$ cat src/rtl/irq_prio_ctrl.sv
//------------------------------------------------------------------------------
// Module      : irq_prio_ctrl
// Description : Fixed-priority interrupt controller. It latches the
//               lowest-indexed enabled pending source, requests the core,
//               waits for trap entry (ack), then waits for handler
//               completion (mret). On completion it strobes the serviced
//               source with a one-hot int_fin_o.
// Config      : IRQ_EDGE_DETECT_EN - adds per-source rising-edge capture,
//               selected by edge_sel_i. When it is undefined, every source
//               is level sensitive.
// Revision    : 1.0 - initial release
//------------------------------------------------------------------------------
`timescale 1ns/1ps
`default_nettype none

module irq_prio_ctrl #(
  parameter int N_SRC = 16
) (
  input  logic             clk_i,
  input  logic             rst_ni,
  input  logic [N_SRC-1:0] int_req_i,
  input  logic [N_SRC-1:0] mie_i,
`ifdef IRQ_EDGE_DETECT_EN
  input  logic [N_SRC-1:0] edge_sel_i,
`endif
  input  logic             int_ack_i,
  input  logic             int_rst_i,
  output logic             int_o,
  output logic [N_SRC-1:0] int_fin_o,
  output logic [31:0]      mcause_o
);

  typedef enum logic [1:0] {
    S_IDLE    = 2'd0,
    S_REQ     = 2'd1,
    S_SERVICE = 2'd2
  } state_t;

  state_t           r_state;
  state_t           w_state_nxt;
  logic [4:0]       r_id;
  logic [4:0]       w_id;
  logic             r_int;
  logic [N_SRC-1:0] w_pend;
  logic [N_SRC-1:0] w_eff;
  logic [N_SRC-1:0] w_onehot;

`ifdef IRQ_EDGE_DETECT_EN
  logic [N_SRC-1:0] r_prev;
  logic [N_SRC-1:0] r_edge_pend;
  logic [N_SRC-1:0] w_rise;

  // A rising edge is captured only for sources configured as edge sensitive.
  assign w_rise = int_req_i & ~r_prev & edge_sel_i;

  // Edge history and sticky pending bits. A new edge wins over a same-cycle completion.
  always_ff @(posedge clk_i or negedge rst_ni) begin
    if (!rst_ni) begin
      r_prev      <= '0;
      r_edge_pend <= '0;
    end else begin
      r_prev      <= int_req_i;
      r_edge_pend <= w_rise | (r_edge_pend & ~int_fin_o);
    end
  end

  assign w_pend = (edge_sel_i & r_edge_pend) | (~edge_sel_i & int_req_i);
`else
  assign w_pend = int_req_i;
`endif

  assign w_eff = w_pend & mie_i;

  // Priority encoder: scanning downwards leaves the lowest set index, which has the highest priority.
  always_comb begin
    w_id = '0;
    for (int i = N_SRC - 1; i >= 0; i--) begin
      if (w_eff[i]) w_id = i[4:0];
    end
  end

  // One-hot decode of the latched source, used for the completion strobe.
  always_comb begin
    w_onehot = '0;
    for (int i = 0; i < N_SRC; i++) begin
      w_onehot[i] = (r_id == i[4:0]);
    end
  end

  // State register.
  always_ff @(posedge clk_i or negedge rst_ni) begin
    if (!rst_ni) r_state <= S_IDLE;
    else         r_state <= w_state_nxt;
  end

  // Next-state logic and the completion strobe. In REQ, ack has precedence over rst.
  always_comb begin
    w_state_nxt = r_state;
    int_fin_o   = '0;
    case (r_state)
      S_IDLE: begin
        if (|w_eff) w_state_nxt = S_REQ;
      end
      S_REQ: begin
        if (int_ack_i) w_state_nxt = S_SERVICE;
      end
      S_SERVICE: begin
        if (int_rst_i) begin
          int_fin_o   = w_onehot;
          w_state_nxt = S_IDLE;
        end
      end
      default: w_state_nxt = S_IDLE;
    endcase
  end

  // The source id is captured only on the IDLE->REQ transition, so a latched request is never withdrawn or preempted.
  always_ff @(posedge clk_i or negedge rst_ni) begin
    if (!rst_ni) begin
      r_id <= '0;
    end else if (r_state == S_IDLE && |w_eff) begin
      r_id <= w_id;
    end
  end

  // The core request is a flop that is high exactly while the FSM sits in REQ.
  always_ff @(posedge clk_i or negedge rst_ni) begin
    if (!rst_ni) r_int <= 1'b0;
    else         r_int <= (w_state_nxt == S_REQ);
  end

  assign int_o    = r_int;
  assign mcause_o = {1'b1, 26'b0, r_id};

endmodule

`default_nettype wire
$ cat config.mk
export PLATFORM = sky130hd
export DESIGN_NAME = irq_prio_ctrl
export DESIGN_NICKNAME = d
export VERILOG_FILES = /design/src/rtl/irq_prio_ctrl.sv
export SDC_FILE = /design/constraint.sdc
export NUM_CORES = 1
export LEC_CHECK = 0
export BUFFER_PORTS_ARGS = -buffer_cell sky130_fd_sc_hd__buf_4
export CORE_MARGIN = 4
export CORE_UTILIZATION = 33
export CTS_CLUSTER_SIZE = 25
export DETAILED_ROUTE_END_ITERATION = 7
export HOLD_SLACK_MARGIN = 0.03
export PLACE_DENSITY = 0.88
export SETUP_SLACK_MARGIN = 0.05
export SYNTH_ARGS = -nofsm -noshare
export SYNTH_HDL_FRONTEND = slang
export SYNTH_SLANG_ARGS = --single-unit
export TNS_END_PERCENT = 5
$ cat constraint.sdc
create_clock -name clk_i -period 1.02 [get_ports clk_i]
set_input_delay 0.051 -clock clk_i [delete_from_list [all_inputs] [get_ports clk_i]]
set_output_delay 0.051 -clock clk_i [all_outputs]
set_load 0.05 [all_outputs]
After elaboration in Yosys (flattened, before gate mapping)
Cells that the tools add are included.
{"block": "totals", "register_bits": 8, "latch_bits": 0, "ramBits": 0, "mem_bits_ro": 0, "inputBits": 36, "out_inout_bits": 49, "word_cells": 48, "mem_count": 0}
{"block": "classes", "add_sub_neg": 0, "n_mul": 0, "div": 0, "order_cmp": 0, "n_eq_ne": 18, "shifts": 0, "mux": 22, "bitwise": 1, "reduce_logical": 4}
{"op": "2-to-1 mux 5 bit", "n": 12}
{"op": "equality test 5 x 4 -> 1 bit, second input constant", "n": 8}
{"op": "2-to-1 mux 16 bit", "n": 2}
{"op": "equality test 5 x 3 -> 1 bit, second input constant", "n": 4}
{"op": "bitwise AND 16 bit", "n": 1}
{"op": "2-to-1 mux 4 bit", "n": 4}
{"op": "OR reduction 16 bit", "n": 1}
{"op": "equality test 5 x 2 -> 1 bit, second input constant", "n": 2}
{"op": "2-to-1 mux 2 bit", "n": 3}
{"op": "case mux 2 bit (3 select lines)", "n": 1}
{"op": "equality test 5 x 1 -> 1 bit, second input constant", "n": 1}
{"op": "logical NOT 5 bit", "n": 1}
{"op": "equality test 2 x 1 -> 1 bit, second input constant", "n": 2}
{"op": "equality test 2 bit, second input constant", "n": 1}
{"op": "logical NOT 2 bit", "n": 1}
{"op": "logical AND 1 bit", "n": 1}

Longest topological paths before layout
Gate-level depths: netlist of run 1.
{"block": "depth", "ltp_word": 17, "depth_mapped": 5, "depth_no_buf": 5}

Worst setup path before layout of run 1
No wires, ideal clock.
{"block": "synth_timing", "path_type": "register to output", "from": "reg r_id[3]", "to": "out int_fin_o[0]", "t_arrival_ns": 2.128, "t_required_ns": 0.969, "setup_slack_ns": -1.159, "stages_incl_launch_ff": 3, "n_path_buf": 0, "path_cell_list": "dfrtp_1 -> or3_1 -> nor3_1"}
{"block": "synth_via", "elab_chain_cells": 3}
{"element": "start: declaration", "line": "41", "source": "logic [4:0] r_id;"}
{"element": "start signal: assignment", "line": "122", "source": "r_id <= w_id;"}
{"element": "logical NOT 5 bit", "line": "86", "source": "w_onehot[i] = (r_id == i[4:0]);"}
{"element": "2-to-1 mux 16 bit", "line": "108", "source": "if (int_rst_i) begin"}
{"element": "2-to-1 mux 16 bit", "line": "100", "source": "case (r_state)"}
{"element": "end: declaration", "line": "29", "source": "output logic [N_SRC-1:0] int_fin_o,"}
No other way between the ends.

Worst setup path after layout of run 1
{"block": "layout_timing", "from": "reg r_state[0]", "to": "out int_fin_o[0]"}
{"block": "layout_via", "elab_chain_cells": 2}
{"element": "start: declaration", "line": "39", "source": "state_t r_state;"}
{"element": "start signal: assignment", "line": "93", "source": "else r_state <= w_state_nxt;"}
{"element": "equality test 2 bit", "line": "100"}
{"element": "2-to-1 mux 16 bit", "line": "100"}
No other way between the ends.

==> impl.org, run 1 <==
** STA
- Clock skew :: 0.00237 ns
- Max-slew violation count :: 0
- Setup total negative slack on the finished layout was measured at -8.24 ns.
- Portion of the clock cycle consumed by the worst path in the final layout :: 157%
- Setup repair after global routing could not meet its margin everywhere.
- Final hold vios :: 0
- Number of failing setup endpoints in the final timing report :: 25
- Once routing completed, OpenROAD measured the worst setup slack at -0.581 ns.
- Maximum operating frequency :: 624 MHz
- The smallest clock period supported by the final layout is computed as 1.60 ns.

** GRT
- Largest net degree at the start of global routing :: 8
- Global routing used 15.5% of the available tracks across all layers.
- For met1 alone, demand over resource in global routing was 13.8%.
- The via count of the first global-routing pass was 1,021.
- Global routing finished with a remaining overflow of 0.
- Gr busiest metal :: met2
- Wire length of the first global-routing pass :: 4200 um
- In the global route stage, met2 resource usage came out at 32.6%.
- The initial antenna violation count was 0.
- Global routing consumed, on the met3 layer, 1.94% of the routing resources.

** Logic synthesis
- Flip-flop and latch count after synthesis :: 7
- In the synthesized netlist the async set-or-reset flop fraction comes to 100%.
- In this run the mean area of a mapped cell was 7.36 um^2.
- In the synthesized netlist the dominant register cell turns out to be sky130_fd_sc_hd__dfrtp_1.
- Number of unique standard cell types used by synthesis :: 32
- Sorting the synthesized cells by area gives the leading types as sky130_fd_sc_hd__buf_4 (24%), sky130_fd_sc_hd__dfrtp_1 (20%), sky130_fd_sc_hd__nand2_1 (7.6%), sky130_fd_sc_hd__nor2_1 (6.7%), sky130_fd_sc_hd__a22oi_4 (4.8%).
- During synthesis, Yosys emitted a total of 0 warnings.
- In this run the biggest area consumer among cell types represents 23.6% of the synthesized area.
- After synthesis, flip-flops and latches occupy 19.7% of the total area.
- The largest total area in the synthesized netlist belongs to sky130_fd_sc_hd__buf_4.
- Synthesis handed over a netlist of 121 instances.
- Number of synthesized flops with an enable pin :: 0
- Mapped Area :: 891 um^2

** Clock tree
- CTS built an H-tree with a depth of 1.
- Clk Latency, worst-skew pair :: 0.26 ns
- Num CTS Buffers :: 3
- Clock tree synthesis selected as its root buffer the cell sky130_fd_sc_hd__clkbuf_4.
- After clock tree synthesis, the setup repair step added 0 buffers.
- CTS Buffer Depth :: 2
- Clock transition at path regs :: 0.05 ns
- Clock sink total :: 7
- TritonCTS clock tree :: built

** Floorplan
- Die X-Extent :: 60.0 um
- The die covers 3590 um^2.
- Std cell rows :: 18
- Vert. Die Dim :: 60.0 um
- Number of top-level pins :: 85
- The core region is 2520 um^2.
- Starting density of the core :: 35.3%

** Finish
- Cells fill 65.8% of the core in the end.
- The finished cells cover 1660 um^2.
- The repair_antennas step left the layout with diodes totalling 0.
- The area growth from synthesis to layout is 86.4%.
- Ratio of cells with drive above 1 in the final layout :: 56.8%
- The final layout contains 236 nets.

** Place
- Weighted congestion at the end of routability-driven global placement :: 0.762
- Post-DP HPWL :: 2370 um
- Placed inst area :: 1470 um^2
- Buffers placed on the I/O ports in this run total 56.

** Critical path
- WP data required :: 0.97 ns
- The worst setup path is captured at a primary output.
- Number of cells on the worst reg-to-reg path :: 5
- The setup check on the worst reg-to-reg path leaves a slack of -0.15 ns.
- Worst flop-to-flop path endpoint :: r_id[1]$_DFFE_PN0P_
- STA classifies the critical path startpoint as a register.
- The critical path in this run is classified as reg2out.
- At the worst endpoint, the arrival time is 1.55 ns.
- Max Fanout on Critical Path :: 4
- Crit Reg-Reg Startpoint :: r_state[0]$_DFF_PN0_

** Routing
- For this block, the routed nets add up to 2760 um of wire.
- The detailed router finished its first iteration with 22 violations.
- Using the TritonRoute via totals, the vias-per-cell ratio works out to 4.59.
- Detailed routing inserted a total of 1,051 vias.
- Remaining antenna violation count after routing :: 0
- DRT Pass-1 Iters :: 6
- Dividing the detail-routed wire length by the instance count gives 12.0 um.
- # DRC :: 0

** Status
- The final reports fail on setup timing.
- The run finished, with violations left.

** Hold path
- Number of cells traversed by the worst hold path :: 4
- The worst hold path belongs to the class in2reg.
- Worst min-delay path endpoint :: r_state[1]$_DFF_PN0_
- Startpoint of the most critical hold path :: int_rst_i

** Power
- Portion of total power attributed to sequential cells :: 16.7%
- Leakage power of the design :: 0.812 nW
- Sw Pwr :: 1.64 mW
- The worst-case IR drop observed on VDD is 2.09 mV.
- In this run switching power makes up 52.3% of total power.
- Share of power burned in combinational logic :: 75.3%
- The internal portion of the total power is 1.49 mW.
- Power density over the cells :: 1890 nW/um^2
- Part of the power in the clock network :: 8.0%

** Run
- Across the run, the number of max-cap violations was 0.
## cells in the mapped netlist, types with 2 or more instances
cell type                  count
sky130_fd_sc_hd__nor2_1       16
sky130_fd_sc_hd__and2_1        3
sky130_fd_sc_hd__nand2_1      18
sky130_fd_sc_hd__nand2b_1      4
sky130_fd_sc_hd__buf_4        28
sky130_fd_sc_hd__a22oi_1       2
sky130_fd_sc_hd__a22oi_4       2
sky130_fd_sc_hd__nand3_1       3
sky130_fd_sc_hd__inv_1         4
sky130_fd_sc_hd__conb_1        2
sky130_fd_sc_hd__nor3_1        4
sky130_fd_sc_hd__o21ai_0       6
sky130_fd_sc_hd__a222oi_1      2
sky130_fd_sc_hd__dfrtp_1       7
sky130_fd_sc_hd__a21oi_1       3
## cell usage in the layout, fill, tap and decap left out, types with 2 or more instances in the layout
cell                            count
sky130_fd_sc_hd__buf_4             49
sky130_fd_sc_hd__conb_1            28
sky130_fd_sc_hd__buf_6             22
sky130_fd_sc_hd__nand2_1           16
sky130_fd_sc_hd__nor2_2            10
sky130_fd_sc_hd__nor2_4             5
sky130_fd_sc_hd__nand2b_1           4
sky130_fd_sc_hd__dfrtp_2            4
sky130_fd_sc_hd__inv_1              3
sky130_fd_sc_hd__o21ai_1            3
sky130_fd_sc_hd__nor3_4             3
sky130_fd_sc_hd__and2_1             3
sky130_fd_sc_hd__a21oi_1            3
sky130_fd_sc_hd__clkbuf_4           3
sky130_fd_sc_hd__dfrtp_1            3
sky130_fd_sc_hd__buf_8              3
sky130_fd_sc_hd__a22oi_4            2
sky130_fd_sc_hd__a22oi_1            2
sky130_fd_sc_hd__nand3_1            2
sky130_fd_sc_hd__o21ai_0            2
sky130_fd_sc_hd__a222oi_1           2
sky130_fd_sc_hd__dlygate4sd3_1      2
## state kept, by name, summed over array words and instances (netlist names)
name and cells:
r_id 4, r_state 2, int_o 1
## metrics by stage
| step | setup slack [ns] | power [mW] | hold WS [ns] | std cells |
|---|---|---|---|---|
| after floorplan | -0.508 | 1.86 | -0.245 | 147 |
| after global placement | -0.327 | 2.49 | -0.136 | 223 |
| after detailed placement | -0.363 | 2.54 | -0.135 | 223 |
| after CTS | -0.616 | 3.05 | 0.0798 | 229 |
| after global routing | -0.665 | 3.31 | 0.143 | 229 |
| final | -0.581 | 3.13 | 0.0691 | 229 |
## how the worst max path moves through the flow
stage,slack [ns],end,cells past startpoint,from
6_report,-0.58,int_fin_o[0],4,r_state[0]$_DFF_PN0_
4_1_cts,-0.62,int_fin_o[0],4,r_state[0]$_DFF_PN0_
2_1_floorplan,-0.51,int_fin_o[0],2,r_id[3]$_DFFE_PN0P_
3_3_place_gp,-0.33,int_fin_o[0],4,r_state[0]$_DFF_PN0_
3_5_place_dp,-0.36,int_fin_o[14],6,r_state[0]$_DFF_PN0_
5_1_grt,-0.66,int_fin_o[0],4,r_state[0]$_DFF_PN0_
## repair_timing
action,in CTS,in global routing
hold endpoints to repair,9,0
pin swaps,6,3
endpoints found under the setup margin,26,27
hold buffers,2,0
gates resized for setup,37,7
## logic make-up after synthesis
family	after synthesis	synth area share [%]
buffers and inverters	32	25.3
other	2	0.843
flip-flops	7	19.7
AND/OR/NAND/NOR	54	28.4
AO/OA/AOI/OAI	26	25.8
## layer usage
metal	up-vias	share of wire, %
li1	523	-
met1	464	32
met2	61	58
met3	3	8.9
met4	0	1.2
met5	-	0
## area by class of cell
class                      instances  area, um^2
timing repair buffer              76         681
inverter                           4        15.0
clock buffer                       4        26.3
sequential                         7         180
tap                               30        37.5
multi-input combinational        108         721
fill                             199         862
## power by group through the flow
| stage | clock network, mW | registers, mW | logic [mW] |
|---|---|---|---|
| detailed placement | 0 | 0.520 | 2.02 |
| finish | 0.252 | 0.523 | 2.36 |
| CTS | 0.259 | 0.522 | 2.27 |
| floorplan | 0 | 0.982 | 0.883 |
| global route | 0.263 | 0.545 | 2.50 |
| global placement | 0 | 0.514 | 1.97 |
## worst max-delay path, stage by stage (launching register included)
cell and delay (ns):
sky130_fd_sc_hd__dfrtp_1 0.36, sky130_fd_sc_hd__nand3b_1 0.17, sky130_fd_sc_hd__or3_4 0.44, sky130_fd_sc_hd__nor3_4 0.14
sky130_fd_sc_hd__buf_6 0.18
(Power assumes the default switching activity.)
==> inputs of run 2 (changes only) <==
Settings changed: BUFFER_PORTS_ARGS -buffer_cell sky130_fd_sc_hd__buf_4 to -buffer_cell sky130_fd_sc_hd__buf_2.
==> run 2 against run 1 <==
The run still ends with setup timing left; combinational power decreased by 6%; die area stayed put; via count grew 0.48%; count of clock-buffer cells in the layout unchanged; sequential share of layout area increased by 0.60 points; clock power fell by 2%.
==> impl.org, run 2 (synthesis results as in run 1) <==
** Finish
- Most frequent standard cell in the layout excluding fill and tap cells :: sky130_fd_sc_hd__buf_2
- Leaving out filler cells and counting taps, the final layout contains 230.
- Ratio of cells with drive above 1 in the final layout :: 57.0%
- Number of nets at the end of the flow :: 237
- The register with the most flip-flops in the layout has 4 of them.
- Number of inserted diodes :: 0
- The register with the most flip-flops in the final layout is r_id.
- Area added between synthesis and finish :: 76.5%
- Top library cells by usage in the layout, fill and taps aside :: sky130_fd_sc_hd__buf_2 (37), sky130_fd_sc_hd__conb_1 (28), sky130_fd_sc_hd__buf_6 (18)

** Clock tree
- The clock passes through at most 2 buffers.
- The clock reaches the later pin of the worst-skew pair after 0.25 ns.
- TritonCTS clock tree :: built
- Buffers inserted during post-CTS setup optimization :: 0
- CTS saw 7 sinks.
- The tree is rooted in a sky130_fd_sc_hd__clkbuf_4.
- In this run, CTS created clock tree buffers numbering 3.
- CTS H-Tree Depth :: 1
- Clock transition at path regs :: 0.05 ns

** Place
- Summed over all nets, the half-perimeter wirelength after detailed placement is 2330 um.
- Counting tap cells, the placed design contains a total of 224 instances.
- Buffers placed on the I/O ports in this run total 56.
- Routability-driven placement finished with a final weighted congestion of 0.766.

** STA
- Setup slack of the critical path after layout :: -0.562 ns
- The count of pins over their slew limit is 0.
- Post-route minimum period :: 1.58 ns
- Sum of negative setup slack :: -8.30 ns
- The count of final hold-check violations is 0.
- Dividing the final minimum period by the clock period gives 155%.
- Setup repair after global routing could not meet its margin everywhere.
- For this run, the top clock speed supported by timing is 632 MHz.
- Clock skew on the completed layout was measured at 0.00286 ns.
- Setup violations remaining at the end of the flow were counted as 25.

** Routing
- Count of vias placed by the detailed router :: 1,056
- The pre-antenna-repair detailed-routing pass consisted of 4 iterations.
- Routed wire length per instance :: 11.9 um
- Remaining antenna violation count after routing :: 0
- Wires add up to 2750 um.
- Drt first-iter violations :: 40
- In the routed layout, each cell is associated on average with a via count of 4.59.
- For this run, design rule violations remaining after detail routing come to 0.

** Power
- IR analysis of the VDD net gives a maximum drop of 1.72 mV.
- For this design the ratio of total power to cell area is 1900 nW/um^2.
- Leakage power of the design :: 0.784 nW

** GRT
- Antenna violations before repair :: 0
- Global routing consumed, over all layers together, 15.3% of the routing resources.
- The first global-routing pass estimated 4170 um of wire.
- For this run the aggregate overflow at the end of global routing stands at 0.
- Entering global routing, the biggest net connects 8 pins.
- The via count of the first global-routing pass came to 1,014.

** Hold path
- The min-delay analysis places its worst path in the category in2reg.
- Startpoint of the most critical hold path :: int_rst_i

** Floorplan
- In this run the vertical extent of the chip is 60.0 um.
- In this run the count of I/O pins placed on the die edge is 85.
- Die X-Extent :: 60.0 um
- The initial utilization of the core area, before any placement, comes to 35.3%.
- Area of the die :: 3590 um^2
- Std cell rows :: 18
- The core region is 2520 um^2.

** Critical path
- Max stage delay on crit path :: 0.41 ns
- STA puts the critical path data required time at 0.97 ns.
- Critical Path Source :: r_state[0]$_DFF_PN0_
- Walking the worst path, the cells encountered are nand3b_1 > or3_4 > nor3_4 > buf_6.
- The worst setup path is captured at a primary output.
- Of all nets on the critical path, the largest fanout is 4.
- Data on the critical path arrives at its endpoint at 1.53 ns.
- Number of buffers and inverters on the critical path :: 1
- For this design, the slowest cell found on the critical path is sky130_fd_sc_hd__or3_4.
- Crit Reg-Reg Startpoint :: r_state[0]$_DFF_PN0_
- Critical path launch point type :: register
- In this design, the largest share of critical-path delay is due to simple AND/OR/NAND/NOR gates.
- Setup CP Type :: reg2out

** Status
- The flow ran to the end, but the final reports show violations.
- Violations in the final reports :: setup timing

** Run
- Max-cap violations in this run came to 0.
## run 2: cell type report
class	count	area [um^2]
fill	225	950
multi-input combinational	108	726
timing repair buffer	77	588
sequential	7	180
tap	30	37.5
clock buffer	4	26.3
inverter	4	15.0
## run 2: worst paths after layout
| kind | endpoint | slack (ns) | cells after the start |
|---|---|---|---|
| setup / recovery | int_fin_o[0] | -0.56 | 4 |
| hold / removal | r_state[1]$_DFF_PN0_ | 0.15 | 5 |
| setup reg to reg | r_id[1]$_DFFE_PN0P_ | -0.12 | 5 |
| hold reg to reg | r_id[0]$_DFFE_PN0P_ | 0.54 | 2 |
| max in group asynchronous | r_id[1]$_DFFE_PN0P_ | 0.68 | 2 |
| min in group asynchronous | int_o$_DFF_PN0_ | 0.18 | 2 |
## run 2: metrics by stage
stage	cell area [um^2]	setup WS (ns)	total power [mW]	hold slack, ns	utilization [%]
2_1_floorplan	1080	-0.508	1.86	-0.245	-
3_3_place_gp	1330	-0.385	2.38	-0.118	52.8
3_5_place_dp	1330	-0.445	2.42	-0.113	52.8
4_1_cts	1540	-0.604	2.89	0.165	61.0
5_1_grt	1570	-0.644	3.19	0.175	62.4
6_report	1570	-0.562	3.00	0.150	62.4
## run 2: per-layer routing
metal / global-route usage (%) / vias to the layer above / wire, um
met5: 0 / - / 0
met4: 7.59 / 0 / 36
met3: 1.94 / 4 / 240
met2: 31.0 / 58 / 1610
met1: 14.6 / 465 / 864
li1: - / 529 / -
## run 2: timing repair
action	in CTS	in global routing
pin swaps	9	2
gates resized for setup	51	9
hold buffers	2	0
endpoints found under the setup margin	26	27
endpoints found under the hold margin	9	0
## run 2: worst min-delay path, cell delays in order
cell and delay [ns]:
sky130_fd_sc_hd__buf_2 0.09, sky130_fd_sc_hd__buf_4 0.09, sky130_fd_sc_hd__nor2_1 0.03, sky130_fd_sc_hd__nand2_1 0.05, sky130_fd_sc_hd__o21ai_1 0.05
## run 2: power breakdown
group          switching [mW]  internal [mW]
sequential             0.0979          0.431
clock                  0.0967          0.149
combinational            1.42          0.804
